`src/rtl/shreg_pkg.sv`:
```
// Shared types for the universal shift register: operation codes and FSM states.
package shreg_pkg;

    typedef enum logic [1:0] {
        OP_NOP  = 2'b00,
        OP_LOAD = 2'b01,
        OP_SHL  = 2'b10,
        OP_SHR  = 2'b11
    } op_t;

    typedef enum logic {
        ST_IDLE  = 1'b0,
        ST_SHIFT = 1'b1
    } state_t;

endpackage

```
`src/rtl/shreg_univ_if.sv`:
```
// Request/result bundle between an op-issuing controller (master) and shreg_univ (slave).
import shreg_pkg::*;

interface shreg_univ_if #(
    parameter int unsigned WIDTH = 8
);
    localparam int unsigned AW = $clog2(WIDTH + 1);

    logic             start;
    op_t              op;
    logic [AW-1:0]    amt;
    logic             rot;
    logic [WIDTH-1:0] d;
    logic             si;
    logic [WIDTH-1:0] q;
    logic             so;
    logic             busy;
    logic             done;

    modport master (output start, op, amt, rot, d, si, input q, so, busy, done);
    modport slave  (input start, op, amt, rot, d, si, output q, so, busy, done);
endinterface

```
`src/rtl/shreg_step.sv`:
```
// Combinational one-bit shift step; dir=0 shifts left, dir=1 shifts right.
module shreg_step #(
    parameter int unsigned WIDTH = 8
) (
    input  logic [WIDTH-1:0] q,
    input  logic             dir,
    input  logic             fill,
    output logic [WIDTH-1:0] q_next,
    output logic             out_bit
);

    always_comb begin
        if (dir) begin
            q_next  = {fill, q[WIDTH-1:1]};
            out_bit = q[0];
        end else begin
            q_next  = {q[WIDTH-2:0], fill};
            out_bit = q[WIDTH-1];
        end
    end

endmodule

```
`src/rtl/shreg_univ.sv`:
```
// Sequential universal shift register: load, multi-step SHL/SHR one bit per clock, start/busy/done.
// Optional feature: define SHREG_ROTATE_EN to let rot=1 turn shifts into rotates.
import shreg_pkg::*;

module shreg_univ #(
    parameter int unsigned WIDTH = 8
) (
    input logic         clk,
    input logic         nrst,
    shreg_univ_if.slave bus
);

    localparam int unsigned AW = $clog2(WIDTH + 1);

    state_t           state, state_nx;
    logic [AW-1:0]    cnt, cnt_nx;
    op_t              op_l, op_l_nx;
    logic [WIDTH-1:0] q, q_nx;
    logic             so, so_nx;
    logic             busy, busy_nx;
    logic             done, done_nx;

    logic             dir;
    logic             fill;
    logic [WIDTH-1:0] step_q;
    logic             step_out;

    assign dir = (op_l == OP_SHR);

`ifdef SHREG_ROTATE_EN
    logic rot_l, rot_l_nx;

    // Rotate feeds back the bit about to leave, taken straight from q to keep the path acyclic.
    assign fill = rot_l ? (dir ? q[0] : q[WIDTH-1]) : bus.si;
`else
    assign fill = bus.si;
`endif

    shreg_step #(.WIDTH(WIDTH)) u_step (
        .q       (q),
        .dir     (dir),
        .fill    (fill),
        .q_next  (step_q),
        .out_bit (step_out)
    );

    // State and output registers.
    always_ff @(posedge clk or negedge nrst) begin
        if (!nrst) begin
            state <= ST_IDLE;
            cnt   <= '0;
            op_l  <= OP_NOP;
            q     <= '0;
            so    <= 1'b0;
            busy  <= 1'b0;
            done  <= 1'b0;
`ifdef SHREG_ROTATE_EN
            rot_l <= 1'b0;
`endif
        end else begin
            state <= state_nx;
            cnt   <= cnt_nx;
            op_l  <= op_l_nx;
            q     <= q_nx;
            so    <= so_nx;
            busy  <= busy_nx;
            done  <= done_nx;
`ifdef SHREG_ROTATE_EN
            rot_l <= rot_l_nx;
`endif
        end
    end

    // Next-state and next-output logic.
    always_comb begin
        state_nx = state;
        cnt_nx   = cnt;
        op_l_nx  = op_l;
        q_nx     = q;
        so_nx    = so;
        busy_nx  = busy;
        done_nx  = 1'b0;
`ifdef SHREG_ROTATE_EN
        rot_l_nx = rot_l;
`endif
        unique case (state)
            ST_IDLE: begin
                if (bus.start) begin
                    op_l_nx = bus.op;
`ifdef SHREG_ROTATE_EN
                    rot_l_nx = bus.rot;
`endif
                    unique case (bus.op)
                        OP_NOP:  done_nx = 1'b1;
                        OP_LOAD: begin
                            q_nx    = bus.d;
                            done_nx = 1'b1;
                        end
                        OP_SHL, OP_SHR: begin
                            if (bus.amt == '0) begin
                                done_nx = 1'b1;
                            end else begin
                                state_nx = ST_SHIFT;
                                cnt_nx   = bus.amt;
                                busy_nx  = 1'b1;
                            end
                        end
                        default: done_nx = 1'b1;
                    endcase
                end
            end
            ST_SHIFT: begin
                q_nx   = step_q;
                so_nx  = step_out;
                cnt_nx = cnt - AW'(1);
                if (cnt == AW'(1)) begin
                    state_nx = ST_IDLE;
                    busy_nx  = 1'b0;
                    done_nx  = 1'b1;
                end
            end
            default: state_nx = ST_IDLE;
        endcase
    end

    assign bus.q    = q;
    assign bus.so   = so;
    assign bus.busy = busy;
    assign bus.done = done;

`ifndef SHREG_ROTATE_EN
    logic unused_rot;
    assign unused_rot = bus.rot;
`endif

endmodule
```
`src/flat_wrapper.sv`:
```
// flat-port wrapper written by rule: the top's interface ports become plain ports
module shreg_univ_flat 
#(
    parameter int unsigned WIDTH = 8
)
  (clk, nrst, bus_start, bus_op, bus_amt, bus_rot, bus_d, bus_si, bus_q, bus_so, bus_busy, bus_done);
  shreg_univ_if #(.WIDTH(WIDTH)) bus_i ();
  input logic clk;
  input logic nrst;
  input wire logic [$bits(bus_i.start)-1:0] bus_start;
  input wire logic [$bits(bus_i.op)-1:0] bus_op;
  input wire logic [$bits(bus_i.amt)-1:0] bus_amt;
  input wire logic [$bits(bus_i.rot)-1:0] bus_rot;
  input wire logic [$bits(bus_i.d)-1:0] bus_d;
  input wire logic [$bits(bus_i.si)-1:0] bus_si;
  output wire logic [$bits(bus_i.q)-1:0] bus_q;
  output wire logic [$bits(bus_i.so)-1:0] bus_so;
  output wire logic [$bits(bus_i.busy)-1:0] bus_busy;
  output wire logic [$bits(bus_i.done)-1:0] bus_done;
  assign bus_i.start = bus_start;
  assign bus_i.op = bus_op;
  assign bus_i.amt = bus_amt;
  assign bus_i.rot = bus_rot;
  assign bus_i.d = bus_d;
  assign bus_i.si = bus_si;
  assign bus_q = bus_i.q;
  assign bus_so = bus_i.so;
  assign bus_busy = bus_i.busy;
  assign bus_done = bus_i.done;
  shreg_univ #(.WIDTH(WIDTH)) u_core (.clk(clk), .nrst(nrst), .bus(bus_i));
endmodule
```
`config.mk`:
```
export PLATFORM = sky130hd
export DESIGN_NAME = shreg_univ_flat
export DESIGN_NICKNAME = d
export VERILOG_FILES = /design/src/rtl/shreg_pkg.sv /design/src/rtl/shreg_univ_if.sv /design/src/rtl/shreg_step.sv /design/src/rtl/shreg_univ.sv /design/src/flat_wrapper.sv
export SDC_FILE = /design/constraint.sdc
export NUM_CORES = 1
export LEC_CHECK = 0
export ABC_AREA = 0
export BUFFER_PORTS_ARGS = -buffer_cell sky130_fd_sc_hd__buf_2
export CAP_MARGIN = 15
export CORE_UTILIZATION = 30
export CTS_CLUSTER_SIZE = 25
export DETAILED_ROUTE_END_ITERATION = 12
export HOLD_SLACK_MARGIN = 0.12
export PLACE_DENSITY = 0.48
export SLEW_MARGIN = 10
export SYNTH_ARGS = -nofsm -noshare
export SYNTH_HDL_FRONTEND = slang
export SYNTH_HIERARCHICAL = 1
export SYNTH_SLANG_ARGS = --single-unit
```
`constraint.sdc`:
```
create_clock -name clk -period 2.5 [get_ports clk]
set_input_delay 0.375 -clock clk [delete_from_list [all_inputs] [get_ports clk]]
set_output_delay 0.375 -clock clk [all_outputs]
set_load 0.005 [all_outputs]
```
==> results of run 1 <==
==> stage by stage <==
stage / total power (W) / worst slack (ps) / hold WS (ps)
2_1_floorplan: 0.001241 / 951.9 / 79.41
3_3_place_gp: 0.001420 / 706.1 / 338.7
3_5_place_dp: 0.001439 / 687.7 / 336.7
4_1_cts: 0.001628 / 665.9 / 353.3
5_1_grt: 0.001734 / 615.1 / 341.7
6_report: 0.001597 / 687.1 / 369.0
==> cells in the final DEF (no fill, tap or decap), types with 2 or more instances in the layout <==
master,count
a31oi_1,3
dfrtp_1,18
nand4_1,2
ha_1,2
o21ai_0,5
a22oi_1,2
nor3_1,3
inv_1,5
mux2_2,18
mux2_4,9
clkbuf_4,3
buf_2,28
nor2_1,2
nand2_1,3
==> cell type report <==
cell class,count,share of cell area
multi-input cells,60,0.4453
flip-flops and latches,18,0.3485
repair buffers,29,0.1162
well taps,46,0.04453
clock buffers,4,0.02807
inverters,6,0.01742
==> power groups by stage <==
stage	clock network, W	logic, W	registers, W
2_1_floorplan	0	0.000682	0.000559
3_3_place_gp	0	0.000794	0.000626
3_5_place_dp	0	0.000807	0.000632
4_1_cts	0.000190	0.000813	0.000625
5_1_grt	0.000203	0.000888	0.000643
6_report	0.000177	0.000801	0.000619
==> cell families after synthesis <==
logic type | count (synthesis)
fa+ha+maj | 2
buf+inv | 9
xor+xnor | 1
mux | 27
flops | 18
simple gates | 15
compound gates | 15
==> routing by layer <==
metal  GRT usage  vias up  part of all wire
met5           0        -                 0
met4     0.07302        0            0.0087
met3     0.02070        2             0.050
met2      0.1889       30              0.46
met1      0.1532      382              0.48
li1            -      380                 -
==> registers in the layout, indices dropped and copies added, names as in the netlist <==
name and flops:
u_core/bus.so 1, u_core/op_l 2, u_core/bus.busy 1, u_core/bus.done 1, u_core/cnt 4, u_core/bus.q 8, u_core/state 1
==> path summary, 6_finish.rpt <==
kind                                          endpoint  slack, ps
min                         u_core/op_l[0]$_DFFE_PN0P_        370
max                        u_core/bus.q[0]$_DFFE_PN0P_        690
max reg2reg                u_core/bus.q[0]$_DFFE_PN0P_        690
min in group asynchronous  u_core/bus.q[4]$_DFFE_PN0P_        540
max in group asynchronous   u_core/op_l[1]$_DFFE_PN0P_       1680
min reg2reg                 u_core/op_l[1]$_DFFE_PN0P_        490
==> what timing repair did <==
action,4_1_cts,5_1_grt
hold endpoints to repair,18,0
hold buffers,1,0
resized for setup,0,0
==> synth_stat cells (2+ instances only) <==
| cell type | count |
|---|---|
| dfrtp_1 | 18 |
| mux2_2 | 18 |
| mux2_4 | 9 |
| inv_1 | 5 |
| o21ai_0 | 5 |
| a31oi_1 | 3 |
| nand2_1 | 3 |
| nor3_1 | 3 |
| a22oi_1 | 2 |
| buf_4 | 2 |
| ha_1 | 2 |
| nand4_1 | 2 |
| nor2_1 | 2 |
==> key figures, run 1 <==
Clock network
  • CTS tree: yes
  • Clock Pin Slew Worst Setup and Hold Paths: ~100 ps
  • Clk sinks: 18
  • Worst skew pair latency: ~290 ps
  • Clock Tree Buf Depth: 2
  • Htree depth: 1
  • Root Buffer: clkbuf_4
  • Post-CTS setup buffer count: 0
  • Total CTS buffers: 3

Logic synthesis
  • Dominant cells by area after synthesis: dfrtp_1 (42%), mux2_2 (19%), mux2_4 (13%), ha_1 (2.3%), o21ai_0 (2.3%)
  • Register area share after synthesis: 0.4191
  • Share of the synthesized area in the top cell type: 0.4191
  • Total of flip-flops plus latches after synthesis: 18
  • Mapped Area: approximately 0.0011 mm²
  • Largest family of logic cells by synthesized area: multiplexers
  • Simple-gate share of the synthesized area: 0.07683
  • Post-synthesis mux area share: 0.3143
  • Post-Synthesis Cells: between 80 and 90
  • Cell variety after synth: 26
  • Syn_area_per_cell: between 10 and 15 µm²
  • YS warnings: 6
  • Synth Area in Adders: 0.02328
  • Dominant synthesized flop cell: dfrtp_1
  • Post-synth EDFFs: 0
  • XOR/XNOR Fraction of Synth Area: 0.008149
  • Post-Syn Nets: 108
  • Synth area leader: dfrtp_1
  • Async SR Flop Fraction: 1.000
  • Post-synthesis compound-gate area fraction: 0.1129

Layout
  • Area occupied by multi-input gates: 575.6 µm²
  • Nets: roughly 140
  • Antenna cells: 0
  • Fillcell total: roughly 340
  • Design Area, Final: between 0.001 and 0.0015 mm²
  • Area grow syn2layout: 20.26%
  • Sequential cell area: roughly 450 µm²
  • Layout Cells excl Fill: between 150 and 200
  • Final Util: 0.3813
  • Share of layout cells above drive strength 1: 0.5385

GRT
  • GRT Total Usage: 0.1198
  • First-pass GRT wire length: roughly 3200 µm
  • Largest net degree at the start of global routing: 21
  • Vias in the first global route: between 700 and 800
  • GRT overflow: 0
  • Initial antenna violation count: 0

Place
  • GP Congestion: between 0.7 and 0.8
  • Hpwl dp: 1555 µm
  • IO buf count: 28
  • Placed Cells: around 160
  • Placed Area: 0.001246 mm²

Timing
  • Fmax: around 0.55 GHz
  • Minimum clock period: around 1800 ps
  • Worst-margin pin slew: 807.9 ps
  • TNS Setup: 0 ps
  • Max_slew headroom: 0.4614
  • Crit share post-route: 0.7252
  • Final setup violation count: 0
  • Max Slew Vio Count: 0
  • Endpoints failing hold: 0
  • Final Skew: roughly 1.3 ps
  • RSZ-0062 raised after global routing: no

Critical path
  • Worst setup EP type: register
  • R2r startpoint: u_core/op_l[0]$_DFFE_PN0P_
  • Slowest cell delay on critical path: approximately 490 ps
  • CP max-delay cell: and2_1
  • WP buf/inv: 0
  • Setup CP Type: register to register
  • Crit path from: u_core/op_l[0]$_DFFE_PN0P_
  • Worst-path fanout max: 9
  • Critical path depth: 4
  • Worst EP arrival: around 2000 ps
  • Most frequent CP cell: mux2_2
  • Crit path max-delay family: multiplexers
  • Worst path required time: ~2700 ps
  • Startpoint Class: register
  • Crit-path cells: and2_1, mux2_4, mux2_2, mux2_2
  • Worst reg2reg path depth: 4

Route
  • Drt wl/cell: 12.64 µm
  • Routed Antenna Nets: 0
  • Vias: between 700 and 800
  • DRT Pass-1 Iters: 4
  • 1st-iter DRT viols: 30
  • Via density per instance: around 5
  • DRC errors left: 0
  • Post-Route WL: 2060 µm

Power
  • Fraction of power consumed by the clock network: 0.111
  • Leakage dissipation: ~0.60 nW
  • Power density over cell area: roughly 1200 mW/mm²
  • Int Power: 0.001059 W
  • Sw power: between 0.0005 and 0.0006 W
  • Gate power share: 0.501
  • Switch share: 0.3365
  • Reg power frac: 0.388
  • Peak supply drop: ~420 µV

Hold path
  • Hold Startpoint: bus_op[0]
  • Hold Path Class: input port to register
  • Hold depth: 2

Floorplanning
  • DIE AREA: approximately 0.0038 mm²
  • # IOs: 30
  • Die Wd: 61.86 µm
  • Die height: 61.86 µm
  • Initial Util: 0.3171
  • Row Count: 21
  • Core area: between 0.003 and 0.004 mm²

Job
  • Max-cap violations: 0

Run status
  • Status: completed
No activity file was read; power rests on OpenSTA's default activity.
==> inputs of run 2 (changes only) <==
- PLACE_DENSITY: 0.48 -> 0.5
- clock period: 2.5 -> 1.5 ns (I/O delays scaled with it)
==> run 2 against run 1 <==
Global-route usage is 0.80 points higher. Non-clock buffer count is 5 higher. Combinational power is 120% higher. Hold slack worse by 150 ps. Power is 88% higher. Cell count is 3.7% higher. Sequential share of layout area is 2.4 points lower. Routed wire length is 7.2% higher. Sequential power is 57% higher. The run now ends with setup timing left. Setup slack worse by 740 ps. Clock power is 69% higher. Die area stayed put.
==> key figures, run 2 (synthesis gave the netlist of run 1 again) <==
Power
  • Peak supply drop: between 600 and 700 µV
  • Switch share: 0.3248
  • Int Power: between 0.002 and 0.0025 W
  • Reg power frac: 0.323
  • Leakage dissipation: about 0.68 nW
  • Gate power share: 0.578
  • Fraction of power consumed by the clock network: 0.100
  • Sw power: roughly 0.001 W
  • Power density over cell area: between 2000 and 2500 mW/mm²

Layout
  • Largest regs: u_core/bus.q (8), u_core/cnt (4), u_core/op_l (2)
  • Nets: around 150
  • Antenna cells: 0
  • Fillcell total: about 320
  • Sequential cell area: ~450 µm²
  • Largest register by flop count: u_core/bus.q
  • Area occupied by multi-input gates: ~640 µm²
  • Area grow syn2layout: 29.34%
  • Number of flip-flops in the largest register: 8
  • Most common cell after layout, fill and taps aside: buf_2
  • Share of layout cells above drive strength 1: 0.5691
  • Most frequent cells in the layout: buf_2 (28), mux2_4 (22), dfrtp_1 (18)
  • Layout Cells excl Fill: 169

Critical path
  • Slowest cell delay on critical path: 400 ps
  • Reg-to-Reg End: u_core/bus.q[2]$_DFFE_PN0P_
  • Worst-path fanout max: 5
  • Startpoint Class: register
  • WP buf/inv: 0
  • CP max-delay cell: dfrtp_1
  • Most frequent CP cell: mux2_4
  • Critical Path End: u_core/bus.q[2]$_DFFE_PN0P_
  • R2R setup slack: -50 ps
  • Setup CP Type: register to register
  • R2r startpoint: u_core/op_l[1]$_DFFE_PN0P_
  • Crit path from: u_core/op_l[1]$_DFFE_PN0P_
  • Worst EP arrival: between 1500 and 2000 ps
  • Worst reg2reg path depth: 4
  • Critical path depth: 4
  • Crit-path cells: and2_4, mux2_4, mux2_4, mux2_4
  • Crit path max-delay family: multiplexers
  • Worst path required time: ~1700 ps
  • Worst setup EP type: register

Place
  • Placed Cells: roughly 160
  • Hpwl dp: 1571 µm
  • GP Congestion: 0.7472
  • IO buf count: 28

Floorplanning
  • Die Wd: between 60 and 70 µm
  • DIE AREA: between 0.003 and 0.004 mm²
  • Core area: approximately 0.0034 mm²
  • # IOs: 30
  • Row Count: 21
  • Die height: a little over 60 µm
  • Initial Util: 0.3171

Clock network
  • Worst skew pair latency: just under 300 ps
  • Root Buffer: clkbuf_4
  • Post-CTS setup buffer count: 0
  • Htree depth: 1
  • Clk sinks: 18
  • Clock Pin Slew Worst Setup and Hold Paths: approximately 110 ps
  • CTS tree: yes
  • Clock Tree Buf Depth: 2
  • Total CTS buffers: 3

GRT
  • GRT overflow: 0
  • Initial antenna violation count: 0
  • Vias in the first global route: ~780
  • First-pass GRT wire length: ~3500 µm
  • GRT Total Usage: 0.1278
  • Largest net degree at the start of global routing: 19

Timing
  • Fmax: ~0.64 GHz
  • RSZ-0062 raised after global routing: yes
  • TNS Setup: -290.0 ps
  • Worst-margin pin slew: 417.3 ps
  • Max Slew Vio Count: 0
  • Max_slew headroom: 0.7218
  • Crit share post-route: 1.034
  • Final Skew: around 4 ps
  • Setup WS post-layout: -50.63 ps
  • Final setup violation count: 8
  • Endpoints failing hold: 0
  • Minimum clock period: roughly 1600 ps

Hold path
  • Hold Startpoint: bus_op[0]
  • Hold depth: 2
  • Hold Path Class: input port to register

Route
  • Via density per instance: between 4 and 5
  • Routed Antenna Nets: 0
  • Drt wl/cell: approximately 13 µm
  • DRC errors left: 0
  • DRT Pass-1 Iters: 4
  • Post-Route WL: roughly 2200 µm
  • 1st-iter DRT viols: 27
  • Vias: roughly 830

Run status
  • Failing checks: setup timing
  • Status: complete, but fails checks

Job
  • Max-cap violations: 0
## run 2: worst min path at each step
| stage | to |
|---|---|
| 2_1_floorplan | u_core/bus.busy$_DFFE_PN0P_ |
| 3_3_place_gp | u_core/bus.q[3]$_DFFE_PN0P_ |
| 3_5_place_dp | u_core/bus.q[3]$_DFFE_PN0P_ |
| 4_1_cts | u_core/op_l[0]$_DFFE_PN0P_ |
| 5_1_grt | u_core/op_l[0]$_DFFE_PN0P_ |
| 6_report | u_core/op_l[0]$_DFFE_PN0P_ |
## run 2: final cells by class
cell class,count,share of cell area
clock buffers,4,0.02610
inverters,6,0.01620
multi-input cells,61,0.4572
flip-flops and latches,18,0.3240
well taps,46,0.04140
repair buffers,34,0.1350
## run 2: through the flow
stage / util / worst slack [ps] / instance area, µm² / total power (W) / hold slack [ps]
3_3_place_gp: 0.3787 / -248.1 / 1284 / 0.002461 / 194.2
2_1_floorplan: - / -48.09 / 1075 / 0.002068 / -70.59
4_1_cts: 0.4046 / -46.75 / 1371 / 0.002956 / 210.8
3_5_place_dp: 0.3787 / -273.0 / 1284 / 0.002472 / 189.7
5_1_grt: 0.4101 / -90.66 / 1390 / 0.003247 / 204.4
6_report: 0.4101 / -50.63 / 1390 / 0.003006 / 219.3
## run 2: repair_timing
item                                    4_1_cts  5_1_grt
hold endpoints to repair                     18        0
resized for setup                            11        5
hold buffers                                  1        0
cloned                                        1        0
pin swaps                                     2        0
endpoints found under the setup margin        9        8
## run 2: worst register-to-register path, cell delays in order (launching register included)
cell and delay [ps]:
dfrtp_1 400, and2_4 220, mux2_4 300, mux2_4 260, mux2_4 270
## run 2: power by group through the flow
stage	clock network (W)	logic [W]	registers [W]
after floorplan	0	0.00114	0.000932
after global placement	0	0.00150	0.000965
after detailed placement	0	0.00150	0.000976
after CTS	0.000320	0.00166	0.000976
after global routing	0.000339	0.00190	0.00101
final	0.000300	0.00174	0.000969
## run 2: routing by layer
layer,GRT usage,share of wire,wire length (µm)
met1,0.1535,0.49,1075
met2,0.2243,0.45,990
met3,0.02692,0.052,115
met4,0.04762,0.012,27
met5,0,0,0
